**src/rtl/keypad_scan_ctrl.sv**
```systemverilog
// Scans and debounces a 4x4 active-low matrix keypad and serves key codes over start_port/done_port.
// Optional KEYPAD_NONBLOCK_EN: a read with nothing pending completes at once with valid=0.
module keypad_scan_ctrl #(
  parameter int SCAN_DIV_W   = 16,
  parameter int DEBOUNCE_CNT = 4
) (
  input  logic       clock,
  input  logic       reset,
  input  logic       start_port,
  output logic       done_port,
  output logic [7:0] return_port,
  output logic [3:0] kp_col,
  input  logic [3:0] kp_row
);

  typedef enum logic [1:0] {ST_IDLE, ST_WAIT, ST_DONE} state_t;

  localparam logic [3:0]            DEB     = 4'(DEBOUNCE_CNT);
  localparam logic [SCAN_DIV_W-1:0] DIV_ONE = SCAN_DIV_W'(1);

  state_t state_q, state_d;

  logic [3:0]            rowMeta_q, rowSync_q;
  logic [SCAN_DIV_W-1:0] div_q;
  logic [1:0]            colIdx_q;
  logic [15:0]           snapshot_q, prevSnapshot_q, stableMap_q;
  logic [3:0]            stableCnt_q;
  logic                  mapUpd_q;
  logic                  lastValid_q;
  logic [3:0]            lastKey_q;
  logic                  pending_q, ovf_q;
  logic [3:0]            code_q;
  logic [7:0]            ret_q;

  logic        tick, scanDone;
  logic [3:0]  rowsPressed;
  logic [15:0] newSnap;
  logic        keyFound;
  logic [3:0]  keyIdx;
  logic        keyEvent, consume;
  logic [7:0]  doneWord;

  assign tick        = &div_q;
  assign scanDone    = tick && (colIdx_q == 2'd3);
  assign rowsPressed = ~rowSync_q;
  assign consume     = (state_q == ST_DONE);
  assign kp_col      = ~(4'b0001 << colIdx_q);

  // Two-flop synchronizer; idles at all-released.
  always_ff @(posedge clock) begin
    if (!reset) begin
      rowMeta_q <= 4'hF;
      rowSync_q <= 4'hF;
    end else begin
      rowMeta_q <= kp_row;
      rowSync_q <= rowMeta_q;
    end
  end

  // The completing scan is compared including the column being sampled right now.
  always_comb begin
    newSnap = snapshot_q;
    newSnap[{colIdx_q, 2'b00} +: 4] = rowsPressed;
  end

  always_ff @(posedge clock) begin
    if (!reset) begin
      div_q          <= '0;
      colIdx_q       <= 2'd0;
      snapshot_q     <= 16'h0;
      prevSnapshot_q <= 16'h0;
      stableCnt_q    <= 4'd0;
      stableMap_q    <= 16'h0;
      mapUpd_q       <= 1'b0;
    end else begin
      div_q    <= div_q + DIV_ONE;
      mapUpd_q <= 1'b0;
      if (tick) begin
        snapshot_q <= newSnap;
        colIdx_q   <= colIdx_q + 2'd1;
        if (scanDone) begin
          prevSnapshot_q <= newSnap;
          if (newSnap == prevSnapshot_q) begin
            if (stableCnt_q < DEB) stableCnt_q <= stableCnt_q + 4'd1;
            if (stableCnt_q == DEB - 4'd1) begin
              stableMap_q <= newSnap;
              mapUpd_q    <= 1'b1;
            end
          end else begin
            stableCnt_q <= 4'd0;
          end
        end
      end
    end
  end

  // Lowest pressed index wins when several keys are held.
  always_comb begin
    keyFound = 1'b0;
    keyIdx   = 4'd0;
    for (int i = 15; i >= 0; i--) begin
      if (stableMap_q[i]) begin
        keyFound = 1'b1;
        keyIdx   = 4'(i);
      end
    end
  end

  assign keyEvent = mapUpd_q && keyFound && (!lastValid_q || (keyIdx != lastKey_q));

  always_ff @(posedge clock) begin
    if (!reset) begin
      lastValid_q <= 1'b0;
      lastKey_q   <= 4'd0;
      pending_q   <= 1'b0;
      ovf_q       <= 1'b0;
      code_q      <= 4'd0;
      ret_q       <= 8'h00;
    end else begin
      if (mapUpd_q) begin
        lastValid_q <= keyFound;
        if (keyFound) lastKey_q <= keyIdx;
      end
      if (keyEvent) begin
        pending_q <= 1'b1;
        code_q    <= keyIdx;
        ovf_q     <= consume ? 1'b0 : (ovf_q | pending_q);
      end else if (consume) begin
        pending_q <= 1'b0;
        ovf_q     <= 1'b0;
      end
      if (consume) ret_q <= doneWord;
    end
  end

  always_ff @(posedge clock) begin
    if (!reset) state_q <= ST_IDLE;
    else        state_q <= state_d;
  end

  always_comb begin
    state_d = state_q;
    case (state_q)
      ST_IDLE: begin
        if (start_port) begin
`ifdef KEYPAD_NONBLOCK_EN
          state_d = ST_DONE;
`else
          state_d = pending_q ? ST_DONE : ST_WAIT;
`endif
        end
      end
      ST_WAIT: if (pending_q) state_d = ST_DONE;
      ST_DONE: state_d = ST_IDLE;
      default: state_d = ST_IDLE;
    endcase
  end

  // return_port shows the live word during DONE and holds it afterwards.
  always_comb begin
    doneWord    = {pending_q, ovf_q, 2'b00, pending_q ? code_q : 4'h0};
    done_port   = 1'b0;
    return_port = ret_q;
    if (state_q == ST_DONE) begin
      done_port   = 1'b1;
      return_port = doneWord;
    end
  end

endmodule
```
**config.mk**
```make
export PLATFORM = sky130hd
export DESIGN_NAME = keypad_scan_ctrl
export DESIGN_NICKNAME = d
export VERILOG_FILES = /design/src/rtl/keypad_scan_ctrl.sv
export SDC_FILE = /design/constraint.sdc
export NUM_CORES = 1
export LEC_CHECK = 0
export ABC_AREA = 1
export CAP_MARGIN = 20
export CORE_ASPECT_RATIO = 1.25
export CORE_MARGIN = 2
export CORE_UTILIZATION = 43
export DETAILED_ROUTE_END_ITERATION = 8
export PLACE_DENSITY = 0.61
export SLEW_MARGIN = 20
export SYNTH_ARGS = -nofsm -noshare
export SYNTH_HDL_FRONTEND = slang
export SYNTH_SLANG_ARGS = --single-unit
```
**constraint.sdc**
```tcl
create_clock -name clock -period 2.7 [get_ports clock]
set_clock_uncertainty 0.15 [all_clocks]
set_input_delay 0.81 -clock clock [delete_from_list [all_inputs] [get_ports clock]]
set_output_delay 0.81 -clock clock [all_outputs]
set_load 0.1 [all_outputs]
```
# Word level (Yosys, flattened, before mapping)

Index checks and enable logic that the tools add are counted.

Word-level logic and storage cells: 97
Input port bits: 7
Flip-flop bits (word level): 100
Output and inout port bits: 13

$add $sub $neg: 4
Reduce and logical (&&, ||, !) cells: 14
Order comparisons: 1
Bitwise logic cells: 3
Mux-type cells: 47
Equal/unequal tests: 9
Shifts and indexed selects: 3

Operators with widths:

| kind                                                       | count |
|---|---|
| two-way mux 4 bit                                          | 19 |
| AND reduction 19 bit                                       | 2 |
| two-way mux 1 bit                                          | 22 |
| AND reduction 18 bit                                       | 1 |
| AND reduction 17 bit                                       | 1 |
| adder 16 x 1 -> 16 bit, second input constant              | 1 |
| bitwise mux 16 bit                                         | 1 |
| equality test 16 bit                                       | 1 |
| AND reduction 16 bit                                       | 1 |
| variable shift 4 x 6 -> 16 bit, first input constant       | 1 |
| variable part select 4 x 6 -> 16 bit                       | 1 |
| two-way mux 8 bit                                          | 1 |
| inverter 4 bit                                             | 2 |
| two-way mux 2 bit                                          | 3 |
| negator 4 -> 6 bit                                         | 1 |
| adder 4 x 1 -> 4 bit, second input constant                | 1 |
| equality test 2 bit, second input constant                 | 2 |
| equality test 4 x 2 -> 1 bit, second input constant        | 1 |
| less-than comparator 4 x 3 -> 1 bit, second input constant | 1 |
| inequality test 2 bit, second input constant               | 2 |
| inequality test 4 bit                                      | 1 |
| case mux 2 bit (2 select lines)                            | 1 |
| AND reduction 2 bit                                        | 2 |
| << shifter 1 x 2 -> 4 bit, first input constant            | 1 |
| 9 further kinds                                            | 11 |

# Logic depth before layout (Yosys ltp)

Gate-level depths: netlist (run 1).

Word-level depth: 20
Gate-level depth with buffers: 22
Mapped depth without buffers: 22

# Worst setup path after synthesis (run 1)

OpenSTA, ideal clock, no wires.

Path kind: register -> output
Start: register state_q[1]
End: output port return_port[0]
Data required time: 1.740 ns
Cell stages (with the launch flop): 7
Data arrival time: 3.173 ns
Path buffers: 0
Setup slack: -1.433 ns
Cell sequence: dfxtp_1 inv_1 nor2_1 inv_1 nor2_1 nand2_1 nand2_1

Word-level cells in the longest chain between the ends: 2

Ends and longest elaborated chain:

| item                   | line | RTL |
|---|---|---|
| start, declared        | 21   | `state_t state_q, state_d;` |
| start signal, assigned | 138  | `else state_q <= state_d;` |
| equality test 2 bit    | 164  | `if (state_q == ST_DONE) begin` |
| two-way mux 8 bit      | n/a  |  |
| end, declared          | 11   | `output logic [7:0] return_port,` |

No other way between the ends.

# Worst setup path after layout (run 1)

Start: register div_q[1]
End: register stableMap_q[12]

Word-level cells in the longest chain between the ends: 3

Ends and longest elaborated chain:

| item                                    | line | RTL |
|---|---|---|
| start, declared                         | 24   | `logic [SCAN_DIV_W-1:0] div_q;` |
| start signal, assigned                  | 76   | `div_q <= div_q + DIV_ONE;` |
| AND reduction 16 bit                    | 43   | `assign tick = &div_q;` |
| logical AND 1 bit                       | 44   | `assign scanDone = tick && (colIdx_q == 2'd3);` |
| AND reduction 19 bit (no source line) * | n/a  |  |
| end signal, assigned                    | 86   | `stableMap_q <= newSnap;` |
| end, declared                           | 26   | `logic [15:0] snapshot_q, prevSnapshot_q, stableMap_q;` |

Every way passes the cells marked *; elsewhere a longest branch is shown, timed or not.
A chain may end at the register's enable or synchronous reset.

==> flow_metrics.py, run 1 <==
metrics = {
    "run_status": {
        "status": "finished, final reports clean",
    },
    "finish": {
        "fin_nets": 667,
        "final_cell_mix": "nand2_1 (107), dfxtp_1 (97), inv_1 (73), nor2_1 (61), buf_4 (44)",
        "drive_gt1_share_pct": 25.9,
        "nFillCells": 948,
        "syn2layout_area_growth_pct": 32.5,
        "final_common_cell": "nand2_1",
        "diodes": 0,
    },
    "routing": {
        "drt-vias-per-instance": 4.98,
        "dr.pass1.iters": 4,
        "drc": 0,
        "routedWlPerCell_um": 13.4,
        "detail-route-antenna-nets": 0,
        "first_iter_violations": 165,
        "dr_total_vias": 3916,
        "wl_um": 10500,
    },
    "pwr": {
        "p_leak_uw": 0.00235,
        "ir_worst_vdd_mv": 0.306,
        "power.density_nw_per_um2": 491,
        "power.total_uw": 2890,
    },
    "logic_synthesis": {
        "synthesis.nets": 602,
        "synthSimpleGateAreaFrac_pct": 24.9,
        "ys_seq_area_share_pct": 45.1,
        "ys.flop_type": "dfxtp_1",
        "avgSynthCellArea_um2": 7.54,
        "yosys_register_bits": 100,
        "syn-cell-area_um2": 4430,
        "synth_cell_types": 40,
        "yosysWarnings": 0,
        "synth_cells": 588,
        "synth_compound_area_share_pct": 15.7,
        "async_flop_share_pct": 0,
        "synth_top_family_by_area": "simple AND/OR/NAND/NOR gates",
        "synth_xor_area_share_pct": 3.36,
        "synth_adder_area_share_pct": 1.98,
        "synth_edf_count": 0,
        "synthMuxAreaShare_pct": 0,
    },
    "die": {
        "core_area_um2": 10100,
        "rows": 41,
        "die-area_um2": 11100,
        "fp.dieH_um": 118,
        "die_w_um": 94.8,
        "start_util_pct": 44.1,
        "io_pins": 20,
    },
    "setup_path": {
        "cp_max_fo": 5,
        "r2r-start": "div_q[1]",
        "cp-start-kind": "flop",
        "cp_num_buf_inv": 1,
        "cp.arrival_ns": 2.75,
        "crit_family": "simple AND/OR/NAND/NOR gates",
        "cpPeakStageDelay_ns": 0.36,
        "cp.required_ns": 2.79,
        "startpoint": "div_q[1]",
        "end_kind": "flop",
        "reg2reg_setup_slack_ns": 0.04,
        "path_cells": "ha_4, nand2_2, inv_2, nand2_4, nor3_4, nand3_2, nor2_4, nand2_4, nor2_4, nand2_4, nor2_4, nand3_4, nor2_8, nand3_2, o21ai_2, a21oi_2",
        "cp_slowest_cell": "dfxtp_2",
        "crit_type": "flop to flop",
    },
    "clock_tree": {
        "root_buffer": "clkbuf_16",
        "cts_sinks": 100,
        "clk_path_buf_depth": 2,
        "clk_latency_ns": 0.35,
        "cts_tree": "built",
        "cts_max_level": 3,
        "clk_pin_slew_worst_paths_ns": 0.07,
        "cts_buffers": 9,
        "cts_hold_buf": 0,
    },
    "timing": {
        "period_share_pct": 98.7,
        "setup_viol": 0,
        "hold_viol": 0,
        "hold-worst-slack_ns": 0.263,
        "clock.fmax_ghz": 0.375,
        "worst_slew_pin_slew_ns": 1.14,
        "fin_crit_ns": 2.66,
        "tns_ns": 0,
        "slew_headroom_pct": 23.5,
        "slew_viol_final": 0,
        "rsz0062_at_grt": "yes",
    },
    "min_path": {
        "hp-start": "rowMeta_q[2]",
        "hold_path_class": "flop to flop",
    },
    "place": {
        "port-buffer-count": 19,
        "hpwl_um": 7040,
        "gp_congestion": 0.865,
    },
    "grt": {
        "grt_overflow": 0,
        "antenna_found_initial": 0,
        "grt_use_total_pct": 18.5,
        "grt_pass1_wl_um": 16600,
        "first_global_vias": 3742,
        "grt_max_degree": 40,
    },
    "run": {
        "cap_violations": 0,
    },
}
## cells by family after synthesis
family,Yosys count
flops,100
compound gates,123
fa+ha+maj,7
xor+xnor,17
simple gates,243
buf+inv,98
## layout make-up
| class | instances | area, um^2 | share of cell area (%) |
|---|---|---|---|
| multi-input cells | 393 | 2390 | 40.7 |
| flip-flops and latches | 100 | 2010 | 34.1 |
| repair buffers | 67 | 709 | 12.1 |
| inverters | 82 | 322 | 5.47 |
| clock buffers | 10 | 229 | 3.90 |
| well taps | 129 | 161 | 2.75 |
| clock inverters | 5 | 60.1 | 1.02 |
## power breakdown
part | total (uW) | switching [uW] | internal [uW]
clock network | 1290 | 571 | 719
logic | 104 | 58.5 | 45.5
registers | 1490 | 8.48 | 1490
total | 2890 | 638 | 2250
## path summary, 6_finish.rpt
| path | endpoint | depth (start not counted) |
|---|---|---|
| worst max-delay path | stableMap_q[12] | 16 |
| worst min-delay path | rowSync_q[2] | 1 |
| worst max register to register | stableMap_q[12] | 16 |
| worst min register to register | rowSync_q[2] | 1 |
## state kept, by name (all words and copies together) (netlist names), 2 cells and up
| register | count |
|---|---|
| div_q | 16 |
| prevSnapshot_q | 16 |
| snapshot_q | 16 |
| stableMap_q | 16 |
| ret_q | 8 |
| code_q | 4 |
| lastKey_q | 4 |
| rowMeta_q | 4 |
| rowSync_q | 4 |
| stableCnt_q | 4 |
| colIdx_q | 2 |
| state_q | 2 |
## through the flow
step                      setup slack, ns  cell area [um^2]  utilization [%]  cells
final                              0.0363              5880             58.4    786
after global routing               -0.132              5880             58.4    786
after CTS                          0.0133              5540             55.1    771
after detailed placement           -0.197              5190             51.6    753
after global placement             0.0122              5190             51.6    753
after floorplan                   -0.0203              4560                -    588
## what timing repair did
item	in CTS	in global routing
cloned	1	4
pin swaps	5	25
buffers inserted	2	11
resized for setup	13	51
setup endpoints to repair	20	37
## synth_stat cells, types with 2 or more instances
cell type	n	area, um^2
nor2_1	67	251
xor2_1	6	52.6
nor4_1	3	18.8
o22ai_1	2	12.5
nand2_1	114	428
inv_1	80	300
o21ai_1	14	70.1
nor3_1	8	40.0
a21oi_1	46	230
nand4_1	4	25.0
buf_6	3	33.8
clkbuf_1	10	37.5
nand3_4	2	35.0
a211oi_1	18	135
o21ai_0	33	165
nand2_2	3	18.8
nor2_4	2	22.5
or2_2	12	75.1
o21bai_1	2	15.0
xnor2_1	11	96.3
ha_1	7	87.6
buf_2	2	10.0
dfxtp_1	100	2000
a21oi_2	3	26.3
inv_2	2	7.51
nand3_1	20	100
## per-layer routing
layer,vias up,wire length [um],track usage (%)
met3,9,189,2.30
met5,-,0,0
met1,1839,4610,22.3
met2,36,5560,32.2
met4,0,146,8.61
li1,2032,-,-
(Power assumes the default switching activity.)
==> run 2: changes to the inputs <==
CORE_MARGIN = not set   (was 2)
==> run 2 against run 1 <==
Non-clock buffer count decreased by 4; register-to-register slack improved by 0.02 ns; maximum frequency increased by 0.93%; critical path depth decreased by 4; combinational power about the same; global-route usage increased by 0.32 points; worst setup slack improved by 0.025 ns; power increased by 2.6%; highest routed layer unchanged; clock power increased by 6%; sequential share of layout area about the same; core utilization decreased by 0.075 points; cell count decreased by 0.38%.
==> flow_metrics.py, run 2 (synthesized netlist as in run 1, its figures left out) <==
metrics = {
    "run_status": {
        "status": "finished, final reports clean",
    },
    "clock_tree": {
        "clk_path_buf_depth": 2,
        "cts_sinks": 100,
        "cts_max_level": 3,
        "clk_pin_slew_worst_paths_ns": 0.07,
        "cts_buffers": 9,
        "root_buffer": "clkbuf_16",
        "cts_tree": "built",
        "clk_latency_ns": 0.34,
    },
    "timing": {
        "setup_viol": 0,
        "slew_headroom_pct": 14.4,
        "rsz0062_at_grt": "yes",
        "period_share_pct": 97.7,
        "clock.fmax_ghz": 0.379,
        "fin_crit_ns": 2.64,
        "slew_viol_final": 0,
        "hold-worst-slack_ns": 0.264,
        "worst_slew_pin_slew_ns": 1.27,
        "hold_viol": 0,
    },
    "die": {
        "start_util_pct": 44.1,
        "rows": 41,
        "die_w_um": 92.8,
        "fp.dieH_um": 116,
        "io_pins": 20,
        "core_area_um2": 10100,
        "die-area_um2": 10700,
    },
    "grt": {
        "grt_pass1_wl_um": 16100,
        "grt_use_total_pct": 18.8,
        "first_global_vias": 3616,
        "antenna_found_initial": 0,
        "grt_max_degree": 40,
        "grt_overflow": 0,
    },
    "finish": {
        "final_common_cell": "nand2_1",
        "diodes": 0,
        "drive_gt1_share_pct": 25.8,
        "nFillCells": 945,
        "syn2layout_area_growth_pct": 32.3,
        "fin_nets": 663,
        "final_cell_mix": "nand2_1 (107), dfxtp_1 (97), inv_1 (74), nor2_1 (60), buf_4 (39)",
        "fin_cells": 783,
    },
    "setup_path": {
        "cp.required_ns": 2.83,
        "reg2reg_depth": 12,
        "crit_family": "simple AND/OR/NAND/NOR gates",
        "startpoint": "colIdx_q[0]",
        "endpoint": "stableMap_q[14]",
        "path_cells": "inv_4, ha_4, nor2_2, nand3_4, o21ai_2, xnor2_1, nand4_1, nor2_2, and2_4, nand3_4, buf_6, a21oi_2",
        "crit_type": "flop to flop",
        "r2r-start": "colIdx_q[0]",
        "cp.arrival_ns": 2.77,
        "r2r_end": "stableMap_q[14]",
        "cp_slowest_cell": "dfxtp_2",
        "end_kind": "flop",
        "cp-start-kind": "flop",
        "worst-path-stages": 12,
        "reg2reg_setup_slack_ns": 0.06,
        "cp_max_fo": 6,
        "cpPeakStageDelay_ns": 0.35,
        "cp_num_buf_inv": 2,
    },
    "routing": {
        "drc": 0,
        "detail-route-antenna-nets": 0,
        "drt-vias-per-instance": 4.93,
        "routedWlPerCell_um": 12.8,
        "wl_um": 10000,
        "dr.pass1.iters": 4,
        "first_iter_violations": 94,
        "dr_total_vias": 3861,
    },
    "min_path": {
        "hold_path_class": "flop to flop",
    },
    "pwr": {
        "ir_worst_vdd_mv": 0.310,
        "power.density_nw_per_um2": 505,
        "p_leak_uw": 0.00234,
    },
    "place": {
        "hpwl_um": 6960,
        "port-buffer-count": 19,
        "gp_congestion": 0.828,
        "dp.cells": 754,
    },
    "run": {
        "cap_violations": 0,
    },
}
[run 2: cell count changes in the layout (fill, tap and decap cells not counted), sizes merged]
cell	change
buf	-3
clkinv	-1
bufinv	+1
[run 2: through the flow]
step	power [uW]	setup WS, ns	setup TNS (ns)	cell area (um^2)	utilization (%)
global placement	1610	-0.0714	-1.13	5210	51.8
CTS	2980	0.00505	0	5570	55.4
global route	3050	-0.0902	-2.09	5870	58.4
detailed placement	1610	-0.171	-2.87	5210	51.8
floorplan	1580	-0.0203	-0.0657	4560	-
finish	2960	0.0608	0	5870	58.4
[run 2: area by class of cell]
cell class	instances	area, um^2	area share, %
flip-flops and latches	100	2010	34.2
repair buffers	63	673	11.5
multi-input cells	393	2390	40.8
inverters	82	318	5.42
well taps	129	161	2.75
clock inverters	5	83.8	1.43
clock buffers	11	233	3.97
[run 2: worst min-delay path by stage]
stage / start / endpoint / slack, ns / cells past startpoint
2_1_floorplan: rowMeta_q[0] / rowSync_q[0] / 0.24 / 1
3_3_place_gp: rowMeta_q[2] / rowSync_q[2] / 0.25 / 1
3_5_place_dp: rowMeta_q[3] / rowSync_q[3] / 0.25 / 1
4_1_cts: rowMeta_q[1] / rowSync_q[1] / 0.27 / 1
5_1_grt: rowMeta_q[1] / rowSync_q[1] / 0.28 / 1
6_report: rowMeta_q[2] / rowSync_q[2] / 0.26 / 1
[run 2: routing by layer]
layer | GRT usage (%) | up-vias | routed length (um)
met5 | 0 | - | 0
met4 | 9.85 | 0 | 298
met1 | 21.8 | 1771 | 4300
met2 | 34.1 | 52 | 5230
met3 | 2.03 | 18 | 207
li1 | - | 2020 | -
[run 2: power by group]
group / leakage, uW / total [uW] / switching, uW / internal (uW)
logic: 0.00138 / 104 / 59.8 / 43.9
registers: 0.000809 / 1490 / 8.15 / 1490
clock network: 0.000146 / 1370 / 551 / 816
[run 2: what timing repair did]
item | CTS | global route
gates resized for setup | 11 | 53
pin swaps | 2 | 30
setup endpoints to repair | 21 | 30
cloned | 1 | 2
setup buffers | 0 | 10
hold buffers | 0 | 0
==> run 3: changes to the inputs <==
RECOVER_POWER = 100   (was not set)
==> run 3 against run 2 <==
Sequential cell count stayed put; combinational power about the same; die area unchanged; clock power is essentially flat; design area is the same; core utilization unchanged; critical path depth did not move; critical endpoint unchanged; count of clock-buffer cells in the layout is the same; worst setup slack unchanged; non-clock buffer count stayed put; via count is the same.
==> flow_metrics.py, run 3 (synthesized netlist as in run 1, its figures left out) <==
metrics = {
    "setup_path": {
        "reg2reg_depth": 12,
        "cp-start-kind": "flop",
        "r2r_end": "stableMap_q[14]",
        "cp.arrival_ns": 2.77,
        "r2r-start": "colIdx_q[0]",
        "endpoint": "stableMap_q[14]",
        "reg2reg_setup_slack_ns": 0.06,
        "cp_slowest_cell": "dfxtp_2",
        "cp.required_ns": 2.83,
        "startpoint": "colIdx_q[0]",
        "path_cells": "inv_4, ha_4, nor2_2, nand3_4, o21ai_2, xnor2_1, nand4_1, nor2_2, and2_4, nand3_4, buf_6, a21oi_2",
        "crit_type": "flop to flop",
        "end_kind": "flop",
        "cpPeakStageDelay_ns": 0.35,
        "cp_max_fo": 6,
    },
    "run": {
        "cap_violations": 0,
    },
    "routing": {
        "dr.pass1.iters": 4,
        "drt-vias-per-instance": 4.93,
        "detail-route-antenna-nets": 0,
        "first_iter_violations": 94,
        "drc": 0,
        "routedWlPerCell_um": 12.8,
        "wl_um": 10000,
        "dr_total_vias": 3861,
    },
    "pwr": {
        "swShare_pct": 20.9,
        "p_leak_uw": 0.00234,
        "ir_worst_vdd_mv": 0.310,
        "power.density_nw_per_um2": 505,
        "combPwrFrac_pct": 3.5,
        "intPower_uw": 2340,
        "power_frac_seq_pct": 50.4,
        "p_sw_uw": 619,
        "clock_power_share_pct": 46.1,
    },
    "timing": {
        "tns_ns": 0,
        "period_share_pct": 97.7,
        "fin_crit_ns": 2.64,
        "setup_viol": 0,
        "timing.final.ws_setup_ns": 0.0608,
        "hold_viol": 0,
        "clock.fmax_ghz": 0.379,
        "rsz0062_at_grt": "yes",
        "slew_headroom_pct": 14.4,
        "worst_slew_pin_slew_ns": 1.27,
        "slew_viol_final": 0,
    },
    "grt": {
        "grt_overflow": 0,
        "antenna_found_initial": 0,
        "grt_max_degree": 40,
        "grt_pass1_wl_um": 16100,
        "grt_use_total_pct": 18.8,
        "first_global_vias": 3616,
    },
    "clock_tree": {
        "clk_path_buf_depth": 2,
        "cts_max_level": 3,
        "cts_buffers": 9,
        "clk_pin_slew_worst_paths_ns": 0.07,
        "cts_sinks": 100,
        "clk_latency_ns": 0.34,
        "cts_tree": "built",
        "cts_hold_buf": 0,
        "root_buffer": "clkbuf_16",
    },
    "run_status": {
        "status": "finished, final reports clean",
    },
    "finish": {
        "utilization_pct": 58.4,
        "diodes": 0,
        "final_cell_mix": "nand2_1 (107), dfxtp_1 (97), inv_1 (74), nor2_1 (60), buf_4 (39)",
        "syn2layout_area_growth_pct": 32.3,
        "final_common_cell": "nand2_1",
        "fin_nets": 663,
        "drive_gt1_share_pct": 25.8,
    },
    "die": {
        "rows": 41,
        "io_pins": 20,
        "die_w_um": 92.8,
        "die-area_um2": 10700,
        "core_area_um2": 10100,
        "start_util_pct": 44.1,
        "fp.dieH_um": 116,
    },
    "place": {
        "hpwl_um": 6960,
        "port-buffer-count": 19,
        "dp_slack_ns": -0.171,
        "gp_congestion": 0.828,
    },
    "min_path": {
        "hold_path_class": "flop to flop",
        "min_path_cells": 1,
    },
}
run 3: cell types whose count changed in the layout (fill, tap and decap cells not counted):
cell,before,now
clkdlybuf4s50_1,6,5
dlygate4sd3_1,0,1
run 3: power groups by stage:
stage | Clock, uW | Sequential (uW) | Combinational [uW]
2_1_floorplan | 0 | 1520 | 53.2
3_3_place_gp | 0 | 1520 | 86.3
3_5_place_dp | 0 | 1520 | 88.2
4_1_cts | 1390 | 1490 | 91.4
5_1_grt | 1450 | 1490 | 114
6_report | 1370 | 1490 | 103
run 3: critical path, delay by kind of cell, from the launching register on:
family                   cells  cell delay [ns]
AND/OR/NAND/NOR              6             1.07
flip-flops                   1             0.35
AO/OA/AOI/OAI                2             0.30
buffers and inverters        2             0.28
adder cells (fa/ha/maj)      1             0.26
XOR/XNOR                     1             0.15
run 3: how the worst min path moves through the flow:
stage                 start           end  slack, ns
3_5_place_dp   rowMeta_q[3]  rowSync_q[3]       0.25
3_3_place_gp   rowMeta_q[2]  rowSync_q[2]       0.25
5_1_grt        rowMeta_q[1]  rowSync_q[1]       0.28
2_1_floorplan  rowMeta_q[0]  rowSync_q[0]       0.24
6_report       rowMeta_q[2]  rowSync_q[2]       0.26
4_1_cts        rowMeta_q[1]  rowSync_q[1]       0.27
run 3: stage by stage:
stage | power (uW) | std cells | instance area (um^2) | hold slack, ns
after floorplan | 1580 | 588 | 4560 | 0.243
after global placement | 1610 | 754 | 5210 | 0.245
after detailed placement | 1610 | 754 | 5210 | 0.249
after CTS | 2980 | 771 | 5570 | 0.266
after global routing | 3050 | 783 | 5870 | 0.280
final | 2960 | 783 | 5870 | 0.264
run 3: cell type report:
class	count	area (um^2)
timing repair buffer	63	673
multi-input combinational	393	2390
clock inverter	5	83.8
fill	945	4190
inverter	82	318
clock buffer	11	233
tap	129	161
sequential	100	2010
run 3: what timing repair did:
item                       4_1_cts  5_1_grt
cloned                           1        2
setup buffers                    0       10
setup endpoints to repair       21       30
gates resized for setup         11       53
pin swaps                        2       30
run 3: layer usage:
metal	GRT usage (%)	up-vias	share of wire (%)
met4	9.85	0	3.0
met1	21.8	1771	43
met3	2.03	18	2.1
li1	-	2020	-
met5	0	-	0
met2	34.1	52	52
